===== config.mk =====
export PLATFORM = sky130hd
export DESIGN_NAME = aes_output_buffer
export DESIGN_NICKNAME = d
export VERILOG_FILES = /design/src/rtl/aes_output_buffer.sv
export SDC_FILE = /design/constraint.sdc
export NUM_CORES = 1
export LEC_CHECK = 0
export ABC_AREA = 1
export ABC_CLOCK_PERIOD_IN_PS = 7700
export BUFFER_PORTS_ARGS = -buffer_cell sky130_fd_sc_hd__buf_2
export CAP_MARGIN = 40
export CELL_PAD_IN_SITES_DETAIL_PLACEMENT = 2
export CELL_PAD_IN_SITES_GLOBAL_PLACEMENT = 2
export CORE_AREA = 2 2 244 246
export CTS_BUF_LIST = sky130_fd_sc_hd__clkbuf_4 sky130_fd_sc_hd__clkbuf_8
export DETAILED_ROUTE_END_ITERATION = 7
export DIE_AREA = 0 0 246 248
export PLACE_DENSITY = 0.87
export SYNTH_ARGS = -nofsm -noshare
export SYNTH_HDL_FRONTEND = slang
export SYNTH_SLANG_ARGS = --single-unit

===== constraint.sdc =====
create_clock -name clk -period 7.7 [get_ports clk]
set_input_delay 0 -clock clk [delete_from_list [all_inputs] [get_ports clk]]
set_output_delay 0 -clock clk [all_outputs]
set_load 0.05 [all_outputs]

===== src/rtl/aes_output_buffer.sv =====
// Output buffer behind the AES decryption pipeline: DEPTH-block FIFO plus a 128->4x32 serializer.
// Optional `AES_OUTBUF_CNT_EN adds block/stall counters (o_block_cnt, o_stall_cnt).
module aes_output_buffer #(
   parameter int DEPTH = 4
) (
   input  logic                           clk,
   input  logic                           rst,
   input  logic                           i_flush,
   input  logic [127:0]                   i_data_output,
   input  logic                           i_data_done,
   output logic                           o_is_full,
   output logic [31:0]                    o_word,
   output logic                           o_word_valid,
   input  logic                           i_word_ready,
   output logic                           o_word_last,
   output logic                           o_empty,
   output logic [$clog2(DEPTH+1)-1:0]     o_level
`ifdef AES_OUTBUF_CNT_EN
   ,
   output logic [15:0]                    o_block_cnt,
   output logic [15:0]                    o_stall_cnt
`endif
);

   localparam int LW = $clog2(DEPTH + 1);
   localparam int PW = $clog2(DEPTH);
   localparam logic [0:0] S_IDLE = 1'b0;
   localparam logic [0:0] S_SEND = 1'b1;

   logic [127:0]  r_mem [DEPTH];
   logic [PW-1:0] r_wr_ptr;
   logic [PW-1:0] r_rd_ptr;
   logic [LW-1:0] r_level;
   logic [0:0]    r_state;
   logic [1:0]    r_idx;
   logic [127:0]  r_shreg;

   logic          w_push;
   logic          w_accept;
   logic          w_last_accept;
   logic          w_pop;
   logic [31:0]   w_word;

   assign o_is_full     = (r_level == LW'(DEPTH));
   assign w_push        = i_data_done & ~o_is_full;
   assign w_accept      = (r_state == S_SEND) & i_word_ready;
   assign w_last_accept = w_accept & (r_idx == 2'd3);
   // A pop either starts the serializer from idle or chains the next block with no bubble.
   assign w_pop         = (r_level != '0) & ((r_state == S_IDLE) | w_last_accept);

   always_comb begin
      w_word = r_shreg[127:96];
      case (r_idx)
         2'd0:    w_word = r_shreg[127:96];
         2'd1:    w_word = r_shreg[95:64];
         2'd2:    w_word = r_shreg[63:32];
         default: w_word = r_shreg[31:0];
      endcase
   end

   assign o_word_valid = (r_state == S_SEND);
   assign o_word       = o_word_valid ? w_word : 32'd0;
   assign o_word_last  = o_word_valid & (r_idx == 2'd3);
   assign o_empty      = (r_level == '0) & (r_state == S_IDLE);
   assign o_level      = r_level;

   always_ff @(posedge clk) begin
      if (w_push & ~i_flush) begin
         r_mem[r_wr_ptr] <= i_data_output;
      end
   end

   always_ff @(posedge clk or posedge rst) begin
      if (rst) begin
         r_wr_ptr <= '0;
         r_rd_ptr <= '0;
         r_level  <= '0;
         r_state  <= S_IDLE;
         r_idx    <= 2'd0;
         r_shreg  <= '0;
      end else if (i_flush) begin
         r_wr_ptr <= '0;
         r_rd_ptr <= '0;
         r_level  <= '0;
         r_state  <= S_IDLE;
         r_idx    <= 2'd0;
         r_shreg  <= '0;
      end else begin
         if (w_push) begin
            r_wr_ptr <= r_wr_ptr + 1'b1;
         end
         if (w_pop) begin
            r_rd_ptr <= r_rd_ptr + 1'b1;
         end
         if (w_push & ~w_pop) begin
            r_level <= r_level + 1'b1;
         end else if (~w_push & w_pop) begin
            r_level <= r_level - 1'b1;
         end
         if (w_pop) begin
            r_shreg <= r_mem[r_rd_ptr];
            r_idx   <= 2'd0;
            r_state <= S_SEND;
         end else if (w_accept) begin
            if (r_idx == 2'd3) begin
               r_state <= S_IDLE;
            end else begin
               r_idx <= r_idx + 2'd1;
            end
         end
      end
   end

`ifdef AES_OUTBUF_CNT_EN
   logic [15:0] r_block_cnt;
   logic [15:0] r_stall_cnt;

   // Block count wraps naturally; stall count saturates.
   always_ff @(posedge clk or posedge rst) begin
      if (rst) begin
         r_block_cnt <= 16'd0;
         r_stall_cnt <= 16'd0;
      end else if (i_flush) begin
         r_block_cnt <= 16'd0;
         r_stall_cnt <= 16'd0;
      end else begin
         if (w_last_accept) begin
            r_block_cnt <= r_block_cnt + 16'd1;
         end
         if (o_is_full & i_data_done & (r_stall_cnt != 16'hFFFF)) begin
            r_stall_cnt <= r_stall_cnt + 16'd1;
         end
      end
   end

   assign o_block_cnt = r_block_cnt;
   assign o_stall_cnt = r_stall_cnt;
`endif

endmodule


# Yosys cells after proc, flatten, opt, wreduce, memory -nomap -nowiden
# Memories as Yosys holds them, arrays and structs flattened.
# Cells that the tools add are included.
# word_totals
word_cells,63
ram_bits,512
in_bits,133
register_bits,138
out_inout_bits,39
n_memories,1
# op_classes
n_bitwise,15
n_mux,21
n_eq_ne,5
add_sub_neg,5
n_reduce_logical,10
# mem_list
name,words,word_bits,read_ports,rd_ports_with_merged_regs,write_ports,line_no,source
r_mem,4,128,1,0,1,30,logic [127:0] r_mem [DEPTH];
# ops
op,count
two-way mux 128 bit,2
case mux 32 bit (3 select lines),1
two-way mux 32 bit,1
two-way mux 2 bit,8
nonzero test 3 bit,4
AND 1 bit,9
two-way mux 3 bit,3
"adder 2 x 1 -> 2 bit, second input constant",3
two-way mux 1 bit,6
NOT 1 bit,5
"== test 2 bit, second input constant",2
AND reduction 2 bit,2
nonzero test 2 bit,2
"adder 3 x 1 -> 3 bit, second input constant",1
"== test 3 bit, second input constant",1
zero test 3 bit,1
"inequality test 3 bit, second input constant",1
"subtractor 3 x 1 -> 3 bit, second input constant",1
"== test 2 x 1 -> 1 bit, second input constant",1
zero test 2 bit,1
OR 1 bit,1

# Logic depth before layout (Yosys ltp)
# Gate-level depths: netlist (run 1).
# depth
ltp_word,8
mapped_depth,13
mapped_depth_nobuf,13

# Worst setup path before layout (run 1)
# OpenSTA, ideal clock, no wires.
# synth_timing
kind,reg2reg
startpoint,"reg r_level[0], in the netlist o_level[0]"
endpoint,mem r_mem[0][0] (enable)
t_required_ns,7.083
period_less_slack_ns,6.998
arrival_time_ns,6.380
setup_ns,0.617
stages_incl_launch_ff,5
setup_slack_ns,0.702
path_buffers,0
cell_sequence,dfrtp_1 -> nor2_4 -> nand2_1 -> nand3_1 -> nor2_1
# synth_between
elab_chain_len,6
# synth_lines
element,line_no,source
"start, declared",33,logic [LW-1:0] r_level;
"start signal, assigned",96,r_level <= r_level + 1'b1;
"start signal, assigned",98,r_level <= r_level - 1'b1;
== test 3 bit,44,assign o_is_full = (r_level == LW'(DEPTH));
NOT 1 bit,45,assign w_push = i_data_done & ~o_is_full;
AND 1 bit,45,
AND 1 bit,68,if (w_push & ~i_flush) begin
two-way mux 1 bit,68,
two-way mux 1 bit (not written as such),69,r_mem[r_wr_ptr] <= i_data_output;
"end, declared",30,
# No other way between the ends.

# Worst setup path in the final report (run 1)
# layout_timing
startpoint,"reg r_state, in the netlist o_word_valid"
endpoint,reg r_shreg[95]
# layout_between
elab_chain_len,5
word_cells_on_any_way,6
classes_between,bitwise: 5; reduce/logical: 1
# layout_lines
element,line_no,source
"start, declared",34,logic [0:0] r_state;
"start signal, assigned",78,r_state <= S_IDLE;
"start signal, assigned",85,r_state <= S_IDLE;
"start signal, assigned",103,r_state <= S_SEND;
AND 1 bit,46,assign w_accept = (r_state == S_SEND) & i_word_ready;
AND 1 bit,47,assign w_last_accept = w_accept & (r_idx == 2'd3);
OR 1 bit *,49,assign w_pop = (r_level != '0) & ((r_state == S_IDLE) | w_last_accept);
AND 1 bit *,49,
nonzero test 2 bit (no source line) *,--,
"end signal, assigned",101,r_shreg <= r_mem[r_rd_ptr];
"end, declared",36,logic [127:0] r_shreg;
# Mark *: on every way between the ends. The rest lies on a longest branch, timed or not.
# A chain may end at the register's enable or synchronous reset.

==> results of run 1 <==
[cells by family (layout without fill, tap and decap cells)]
family,after synthesis,count (layout),synth area share [%]
flip-flops,650,650,73.8
buffers and inverters,169,607,3.01
other,0,4,0
adder cells (fa/ha/maj),10,10,0.520
AO/OA/AOI/OAI,556,556,13.0
XOR/XNOR,2,2,0.0687
AND/OR/NAND/NOR,588,588,9.60
[what timing repair did]
item / CTS / global route
setup endpoints to repair: 0 / 0
endpoints found under the hold margin: 633 / 0
setup buffers: 0 / 0
hold buffers: 170 / 0
[critical path: cells and delay by family (launching register included)]
| kind | cells | cell delay (ps) |
|---|---|---|
| and+or+nand+nor | 3 | 1360 |
| DFF | 1 | 850 |
| AOI/OAI and AO/OA | 1 | 150 |
| buffers and inverters | 4 | 1300 |
[sequential cells by signal (all words and copies together) (netlist names)]
signal / cells
r_idx: 2
r_rd_ptr: 2
o_word_valid: 1
o_level: 3
r_mem: 512
r_wr_ptr: 2
r_shreg: 128
[placed cells by master (no fill, tap or decap), types with 2 or more instances in the layout]
cell / Yosys / layout
edfxtp_1: 512 / 512
nor2_1: 225 / 221
o21ai_1: 190 / 190
nand2_1: 185 / 184
nand3_1: 173 / 173
buf_2: 51 / 171
dlygate4sd3_1: 0 / 170
o21ai_0: 168 / 168
dfrtp_1: 138 / 136
clkbuf_8: 0 / 131
o22a_1: 108 / 108
a21oi_1: 37 / 37
a31oi_1: 33 / 33
clkbuf_4: 0 / 31
buf_4: 4 / 21
o21ai_2: 20 / 20
clkinv_2: 0 / 19
inv_1: 18 / 17
clkinv_1: 0 / 14
buf_16: 0 / 14
ha_1: 9 / 9
nor2_4: 1 / 5
diode_2: 0 / 4
inv_6: 0 / 4
clkinvlp_4: 0 / 3
bufinv_16: 0 / 3
buf_12: 0 / 3
inv_2: 4 / 2
nand2_4: 1 / 2
buf_8: 0 / 2
dfrtp_4: 0 / 2
[routing by layer]
metal / wire length, µm / vias to the layer above / track usage (%)
met5: 40 / - / 0
met1: 40900 / 10412 / 44.2
met4: 6680 / 6 / 21.0
met3: 8050 / 382 / 6.38
li1: - / 7966 / -
met2: 53800 / 1284 / 60.8
[worst min path at each step]
stage / from / to / slack [ps] / cells after the start
2_1_floorplan: i_flush / o_word_valid$_DFFE_PP0P_ / 60 / 1
3_3_place_gp: i_data_output[89] / r_mem[3][89]$_DFFE_PP_ / 210 / 1
3_5_place_dp: rst / o_level[1]$_DFFE_PP0P_ / 50 / 2
4_1_cts: i_data_output[27] / r_mem[0][27]$_DFFE_PP_ / 1 / 2
5_1_grt: i_data_output[82] / r_mem[0][82]$_DFFE_PP_ / 50 / 2
6_report: i_data_output[82] / r_mem[0][82]$_DFFE_PP_ / 30 / 2
[cell type report]
class / count / area, µm² / area share [%]
Sequential cell: 650 / 18800 / 60.1
Multi-Input combinational cell: 1156 / 5940 / 18.9
Timing Repair Buffer: 381 / 3190 / 10.2
Clock buffer: 162 / 2040 / 6.49
Tap cell: 773 / 967 / 3.08
Clock inverter: 41 / 278 / 0.886
Inverter: 23 / 106 / 0.339
Antenna cell: 4 / 10.0 / 0.0319
[through the flow]
step / total power, µW / cell area (µm²) / utilization (%) / worst slack (ps)
after floorplan: 6550 / 25500 / - / 702
after global placement: 7380 / 26900 / 45.9 / 3910
after detailed placement: 7810 / 27300 / 46.8 / 4100
after CTS: 11400 / 31400 / 53.6 / 3940
after global routing: 11900 / 31400 / 53.6 / 3700
final: 11700 / 31400 / 53.6 / 3700
[power by group]
group          leakage (µW)  total (µW)  switching (µW)  internal (µW)
clock               0.00123        3440            1650           1800
combinational       0.00380        3340            2430            916
sequential          0.00649        4880             539           4340
total                0.0115       11700            4610           7050
==> run metrics, run 1 <==
Via-to-Cell Ratio=6.29; syn nets=2,118; CTS Buf Count=107; GP Congestion=0.800; EDFF count, synth=512; Post-Syn Area per Cell=12.9 µm²; DRT iter0 DRCs=2,244; Crit path arrival time=4610 ps; Die X-Extent=246 µm; Port-buffer cells=171; IO Pins=172; Root Driver=clkbuf_8; most frequent CP cell=nand2_4; worst hold path type=in2reg; initial antenna violation count=11; final hold slack=29.7 ps; element type at the critical path end=flop; global-route wire length before repair=159 mm; relative slew slack=40.9%; CP startpoint kind=flop; worst vdd ir=0.000276 V; iteration count of the initial detailed-routing pass=6; CTS tree=yes; Cells after Synth=1,975; CP cell instances=buf_8 -> nand2_1 -> nand2_4 -> inv_2 -> nand2_4 -> buf_4 -> buf_12 -> o21ai_1; unrepaired setup endpoints after global routing=no; Pwr Density=372 nW/µm²; overall routing resource usage=36.2%; Final min period=4000 ps; Setup Skew=71.7 ps; setup tns final=0 ps; vias in the first global route=21,952; Worst path max stage delay=850 ps; Fmax achieved=0.250 GHz; fill cell count=5,407; Syn-to-layout area delta=23.0%; Avg WL per Cell=34.3 µm; DRC viols=0; commonest cells in the netlist=edfxtp_1, nor2_1, o21ai_1; CP endpoint=r_shreg[95]$_DFFE_PP0P_; register bit total from synthesis=650; Initial Util=43.6%; Synth cell types=28; Max clock buf depth=3; Worst-Margin Slew=887 ps; largest net degree at the start of global routing=86; worst flop-to-flop path startpoint=o_word_valid$_DFFE_PP0P_; Area contributors post-synth=edfxtp_1, dfrtp_1, o21ai_1; fin. max-slew vios=0; Final Hold Viols=0; leakage power total=0.0115 µW; Worst-Skew Late Latency=780 ps; share of cells above drive strength 1=18.1%; most common flop cell mapped by yosys=edfxtp_1; Critical-path top delay cell=dfrtp_1; via count=20,050; Seq/Total Area, Yosys=73.8%; # rows=89; Final Non-Filler Cells=3,190; DIE AREA=61,000 µm²; DRT Wirelength=109 mm; area leader, netlist=edfxtp_1; endpoints failing setup=0; core box area=58,500 µm²; DP Wirelength=56.7 mm; yosys warns=0; post-CTS sizing=0; max-cap violation count=0; Worst Path Max Fanout=57; R2R Path End=r_shreg[95]$_DFFE_PP0P_; Async S/R FF share, synth=21.2%; WS Path Type=reg2reg; Final Net Count=2,462; reg2reg path depth=8; Synth Cell Area=25,500 µm²; Worst Path Required=8300 ps; H-tree levels=3; post-detailed-route count of antenna-violating nets=0; most common cell in the synthesized netlist=edfxtp_1; Placed Instances=2,813; reg2reg setup slack=3700 ps; TritonCTS Sinks=650; Die H=248 µm; CP Launch Point=o_word_valid$_DFFE_PP0P_; Final Cycle Share=52.0%; gr ovfl total=0; clock-pin slew on the worst setup and hold paths=70 ps; Synth top area share=60.3%; outcome=finished clean
Power figures use the tool's default switching activity.
==> run 2, diff against run 1 <==
Settings changed: ABC_CLOCK_PERIOD_IN_PS 7700 to 3800.
Clock period 7.7 ns to 3.8 ns, I/O delays scaled along.
==> run 2 against run 1 <==
  * The run now ends with hold timing left
  * Worst hold slack got worse by 43 ps
  * Sequential cell count unchanged
  * First-iteration DRC count shrank 2.4%
  * Die area is the same
  * Critical endpoint is now o_word[3]
  * Cell area down 2.0%
  * Highest routed layer unchanged
  * Clock power up 110%
  * Largest power group unchanged
==> run metrics, run 2 (synthesis results as in run 1) <==
outcome=complete, but fails checks; failing checks=hold timing; Setup Fix Bufs, Post-CTS=0 (unchanged); Worst Path Required=3800 ps (-4500 ps); Final min period=3440 ps; fill cell count=5,434 (+0.50%); endpoints failing setup=0 (unchanged); Root Driver=clkbuf_8; post-CTS sizing=0 (unchanged); CP Launch Point=r_idx[0]$_DFFE_PP0P_; relative slew slack=16.9% (-24 points); Via-to-Cell Ratio=6.32 (+0.53%); share of cells above drive strength 1=17.9% (-0.16 points); TritonCTS Sinks=650 (unchanged); GP Congestion=0.795 (-0.59%); Syn-to-layout area delta=20.6%; Int Pwr=14,300 µW (+100%); Final Net Count=2,419 (-1.7%); worst vdd ir=0.000590 V (+110%); max-cap violation count=0 (unchanged); element type at the critical path end=primary output; gr ovfl total=0 (unchanged); final hold slack=-13.0 ps (-42.7 ps); Clock Power Share=30.6% (+1.1 points); Avg WL per Cell=34.9 µm (+1.8%); CTS tree=yes; Critical-path top delay cell=inv_1; post-layout util=52.6% (-1.1 points); initial antenna violation count=10 (-1); Die X-Extent=246 µm (unchanged); Worst-Margin Slew=1250 ps (+359 ps); Setup Skew=62.2 ps (-9.53 ps); via count=19,860 (-0.95%); Worst path max stage delay=660 ps (-190 ps); vias in the first global route=21,697 (-1.2%); CP bufs+invs=2 (-2); CP cell instances=ha_1 -> inv_1 -> o21ai_0 -> a31oi_1 -> buf_2; post-detailed-route count of antenna-violating nets=0 (unchanged); H-tree levels=3 (unchanged); IO Pins=172 (unchanged); max reg flops=512 (unchanged); cell family with most CP delay=buffers and inverters; commonest cells after routing, fill and taps aside=edfxtp_1, nor2_1, o21ai_1, nand2_1, nand3_1; Worst Path Max Fanout=23 (-60%); most common cell after layout, fill and taps aside=edfxtp_1; Pwr Density=768 nW/µm² (+110%); P_sw=9330 µW (+100%); Die H=248 µm (unchanged); reg2reg setup slack=710 ps (-2990 ps); Worst-Skew Late Latency=760 ps (-20 ps); Max clock buf depth=3 (unchanged); core box area=58,500 µm² (unchanged); DIE AREA=61,000 µm² (unchanged); Sequential Power Share=40.8% (-1.0 points); # rows=89 (unchanged); reg2reg path depth=7 (-1); DRT Wirelength=110 mm (+0.32%); leakage power total=0.0112 µW (-2.4%); worst flop-to-flop path startpoint=r_idx[0]$_DFFE_PP0P_; largest net degree at the start of global routing=258 (+200%); DRC viols=0 (unchanged); power share of the combinational group=28.6% (about the same); Crit path arrival time=3440 ps (-1170 ps); DP Wirelength=53.2 mm (-6.2%); CTS Buf Count=106 (-0.93%); setup tns final=0 ps (unchanged); clock-pin slew on the worst setup and hold paths=80 ps (about the same); CP endpoint=o_word[3]; Port-buffer cells=171 (unchanged); critical path depth=5 (-3); DRT iter0 DRCs=2,191 (-2.4%); WS Path Type=reg2out; Reg with most FFs=r_mem; Final Hold Viols=3 (+3); CP startpoint kind=flop; Initial Util=43.6% (unchanged); unrepaired setup endpoints after global routing=no; Fmax achieved=0.291 GHz; worst hold path type=in2async; PnR Total Power=23,600 µW (+100%); global-route wire length before repair=159 mm (+0.19%); iteration count of the initial detailed-routing pass=5 (-1); switching share of power=39.5% (about the same); fin. max-slew vios=0 (unchanged); R2R Path End=r_shreg[5]$_DFFE_PP0P_; Final Cycle Share=90.5%; overall routing resource usage=36.3% (+0.066 points)
[run 2: changes by cell type in the layout (fill, tap and decap cells not counted), moves of 2 or more]
cell	previous run	this run
buf_12	3	8
buf_16	14	0
bufinv_16	3	5
clkbuf_4	31	47
clkbuf_8	131	125
clkinv_2	19	7
dlygate4sd3_1	170	137
inv_6	4	1
[run 2: repair_timing]
item	CTS	global route
hold buffers	137	0
hold endpoints to repair	622	0
endpoints found under the setup margin	0	0
[run 2: routing by layer]
| layer | vias to the layer above | share of wire, % | track usage (%) |
|---|---|---|---|
| li1 | 7871 | - | - |
| met4 | 14 | 6.4 | 21.6 |
| met5 | - | 0.057 | 0 |
| met1 | 10423 | 37 | 44.4 |
| met3 | 378 | 7.3 | 6.88 |
| met2 | 1174 | 49 | 60.2 |
[run 2: worst min-delay path by stage]
stage,startpoint,endpoint,slack (ps),depth (start not counted)
after global placement,i_data_output[48],r_mem[1][48]$_DFFE_PP_,210,1
after global routing,i_data_output[107],r_mem[3][107]$_DFFE_PP_,20,2
after detailed placement,i_data_output[21],r_mem[2][21]$_DFFE_PP_,220,1
final,rst,r_shreg[49]$_DFFE_PP0P_,-10,3
after floorplan,i_flush,o_word_valid$_DFFE_PP0P_,60,1
after CTS,i_data_output[111],r_mem[2][111]$_DFFE_PP_,3,2
[run 2: power by group through the flow]
stage	logic, µW	clock network, µW	registers (µW)
after floorplan	3870	0	9350
after global placement	5530	0	9420
after detailed placement	6030	0	9550
after CTS	6470	7010	9530
after global routing	7060	7490	9660
final	6740	7220	9640
[run 2: cell type report]
class / count / area, µm² / share of cell area, %
flip-flops and latches: 650 / 18800 / 61.3
clock inverters: 27 / 249 / 0.810
well taps: 773 / 967 / 3.15
clock buffers: 172 / 2070 / 6.74
inverters: 23 / 104 / 0.338
diodes: 3 / 7.51 / 0.0244
multi-input cells: 1156 / 5940 / 19.3
repair buffers: 339 / 2570 / 8.35
[run 2: per-stage QoR]
| stage | hold slack (ps) | cells | cell area [µm²] | worst slack, ps |
|---|---|---|---|---|
| 2_1_floorplan | 63.5 | 1975 | 25500 | -1100 |
| 3_3_place_gp | 210 | 2803 | 27000 | 1280 |
| 3_5_place_dp | 220 | 2804 | 27000 | 968 |
| 4_1_cts | 2.57 | 3140 | 30700 | 521 |
| 5_1_grt | 23.7 | 3142 | 30700 | 361 |
| 6_report | -13.0 | 3143 | 30700 | 362 |
[run 2: tightest hold or removal path: stages]
cell	delay, ps
dlygate4sd3_1	550
buf_2	150
inv_6	560
==> run 3, diff against run 2 <==
Settings changed: CORE_AREA 2 2 244 246 to 2 2 277 279, DIE_AREA 0 0 246 248 to 0 0 279 281, PLACE_DENSITY 0.87 to 0.71.
==> run 3 against run 2 <==
  * The run now ends clean
  * Cell area up 2.3%
  * Final cell count grew 7.7%
  * Critical path type unchanged
  * Worst hold slack better by 57 ps
  * Via count decreased by 11%
  * Sequential power fell by 2%
  * Critical endpoint is now o_word[23]
  * Global-route usage down 15 points
  * Count of clock-buffer cells in the layout shrank 15
  * Non-clock buffer count increased by 34
  * Register-to-register slack better by 490 ps
  * Fmax up 14%
==> run metrics, run 3 (synthesis results as in run 1) <==
commonest cells after routing, fill and taps aside=edfxtp_1, nor2_1, o21ai_1, nand2_1, nand3_1; Syn-to-layout area delta=23.4%; fill cell count=7,544 (+39%); endpoints failing setup=0 (unchanged); Clock Power Share=29.5% (-1.1 points); Place WS=1260 ps (+291 ps); Sequential Power Share=42.6% (+1.8 points); Hold Path End=r_mem[1][19]$_DFFE_PP_; leakage power total=0.0115 µW (+1.8%); Int Pwr=14,300 µW (about the same); R2R Path End=r_shreg[78]$_DFFE_PP0P_; Critical-path top delay cell=dfrtp_1; Worst-Margin Slew=860 ps (-386 ps); Avg WL per Cell=24.9 µm (-29%); H-tree levels=3 (unchanged); overall routing resource usage=21.6% (-15 points); Final Non-Filler Cells=3,386 (+7.7%); Setup Fix Bufs, Post-CTS=0 (unchanged); core box area=75,400 µm² (+29%); initial antenna violation count=5 (-5); share of cells above drive strength 1=18.1% (+0.17 points); global-route wire length before repair=126 mm (-21%); Die X-Extent=279 µm (+13%); Reg with most FFs=r_mem; DRT iter0 DRCs=1,111 (-49%); gr ovfl total=0 (unchanged); max-cap violation count=0 (unchanged); clock-pin slew on the worst setup and hold paths=70 ps (about the same); reg2reg path depth=8 (+1); Final min period=3020 ps (-422 ps); post-detailed-route count of antenna-violating nets=0 (unchanged); fin. max-slew vios=0 (unchanged); switching share of power=35.7% (-3.8 points); CP bufs+invs=3 (+1); largest net degree at the start of global routing=110 (-57%); cell family with most CP delay=buffers and inverters; Worst Path Max Fanout=19 (-17%); DIE AREA=78,400 µm² (+29%); iteration count of the initial detailed-routing pass=5 (unchanged); HP Start=i_data_output[19]; Root Driver=clkbuf_8; Finished Cell Area=31,500 µm² (+2.3%); CP cell instances=ha_1 -> inv_1 -> buf_4 -> o21ai_0 -> a31oi_1 -> buf_2; Crit path arrival time=3020 ps (-420 ps); Port-buffer cells=171 (unchanged); power share of the combinational group=27.9% (-0.7 points); worst flop-to-flop path startpoint=r_idx[0]$_DFFE_PP0P_; Fmax achieved=0.332 GHz (+14%); Die H=281 µm (+13%); PnR Total Power=22,200 µW (-6.0%); DP Wirelength=52.5 mm (-1.3%); DRC viols=0 (unchanged); WS Path Type=reg2out; Via-to-Cell Ratio=5.23 (-17%); Area after DPL=27,500 µm² (+1.8%); IO Pins=172 (unchanged); Worst path max stage delay=450 ps (-210 ps); via count=17,724 (-11%); Hold Crit Depth=2; unrepaired setup endpoints after global routing=no; DRT Wirelength=84.2 mm (-23%); P_sw=7920 µW (-15%); GP Congestion=0.808 (+1.7%); relative slew slack=42.7% (+26 points); Placed Instances=3,020 (+7.7%); reg2reg setup slack=1200 ps (+490 ps); Worst-Skew Late Latency=730 ps (-30 ps); Final Cycle Share=79.4% (-11 points); element type at the critical path end=primary output; Max clock buf depth=3 (unchanged); post-layout util=41.7% (-11 points); TritonCTS Sinks=650 (unchanged); most common cell after layout, fill and taps aside=edfxtp_1; CTS tree=yes; # rows=101 (+13%); CP Launch Point=r_idx[0]$_DFFE_PP0P_; Final Hold Viols=0 (-3); outcome=finished clean; Setup Skew=56.0 ps (-6.18 ps); Final Net Count=2,456 (+1.5%); worst hold path type=in2reg; worst setup margin=784 ps (+422 ps); Worst Path Required=3800 ps (about the same); CP startpoint kind=flop; max reg flops=512 (unchanged); vias in the first global route=19,545 (-9.9%); worst vdd ir=0.000476 V (-19%); CTS Buf Count=109 (+2.8%); Initial Util=33.8% (-9.8 points); Pwr Density=706 nW/µm² (-8.1%)
run 3: changes by cell type in the layout (fill, tap and decap cells not counted):
| cell | before | now |
|---|---|---|
| clkinvlp_4 | 2 | 4 |
| buf_12 | 8 | 13 |
| diode_2 | 3 | 2 |
| clkbuf_4 | 47 | 32 |
| clkinv_2 | 7 | 19 |
| clkinv_1 | 13 | 18 |
| buf_8 | 1 | 0 |
| dlygate4sd3_1 | 137 | 160 |
| buf_16 | 0 | 5 |
| buf_4 | 22 | 24 |
| inv_8 | 1 | 2 |
run 3: worst register-to-register path: cells and delay by family (launching register included):
family,cells,cell delay (ps)
buf+inv,2,630
compound gates,1,270
fa+ha+maj,1,260
flops,1,450
simple gates,4,830
run 3: cell type report:
class / instances / area (µm²) / share of cell area [%]
antenna: 2 / 5.00 / 0.0159
clock buffer: 157 / 1960 / 6.23
timing repair buffer: 373 / 3040 / 9.65
clock inverter: 47 / 354 / 1.13
inverter: 23 / 104 / 0.330
multi-input combinational: 1156 / 5940 / 18.9
sequential: 650 / 18800 / 59.9
tap: 978 / 1220 / 3.89
run 3: worst max path at each step:
stage | slack [ps] | depth (start not counted) | endpoint
6_report | 780 | 6 | o_word[23]
2_1_floorplan | -1100 | 4 | r_mem[0][0]$_DFFE_PP_
4_1_cts | 800 | 6 | o_word[23]
3_3_place_gp | 1380 | 13 | o_level[2]$_DFFE_PP0P_
3_5_place_dp | 1260 | 8 | r_shreg[56]$_DFFE_PP0P_
5_1_grt | 710 | 6 | o_word[31]
run 3: what timing repair did:
action,4_1_cts,5_1_grt
setup endpoints to repair,0,0
endpoints found under the hold margin,617,0
resized for setup,0,0
hold buffers,160,0
run 3: power by group through the flow:
stage / logic, µW / clock network, µW / registers (µW)
floorplan: 3870 / 0 / 9350
global placement: 5740 / 0 / 9510
detailed placement: 6110 / 0 / 9570
CTS: 6290 / 6710 / 9440
global route: 6770 / 7000 / 9530
finish: 6200 / 6550 / 9450
run 3: metal layers:
metal	up-vias	routed length (µm)	GRT usage [%]	part of all wire [%]
met2	367	42000	37.0	50
met4	4	1730	6.38	2.1
met1	9311	37400	28.5	44
met5	-	26	0	0.031
met3	86	3030	2.99	3.6
li1	7956	-	-	-
run 3: through the flow:
step | hold WS (ps) | setup TNS [ps]
2_1_floorplan | 63.5 | -562750
3_3_place_gp | 209 | 0
3_5_place_dp | 49.1 | 0
4_1_cts | 0.270 | 0
5_1_grt | 31.0 | 0
6_report | 43.9 | 0
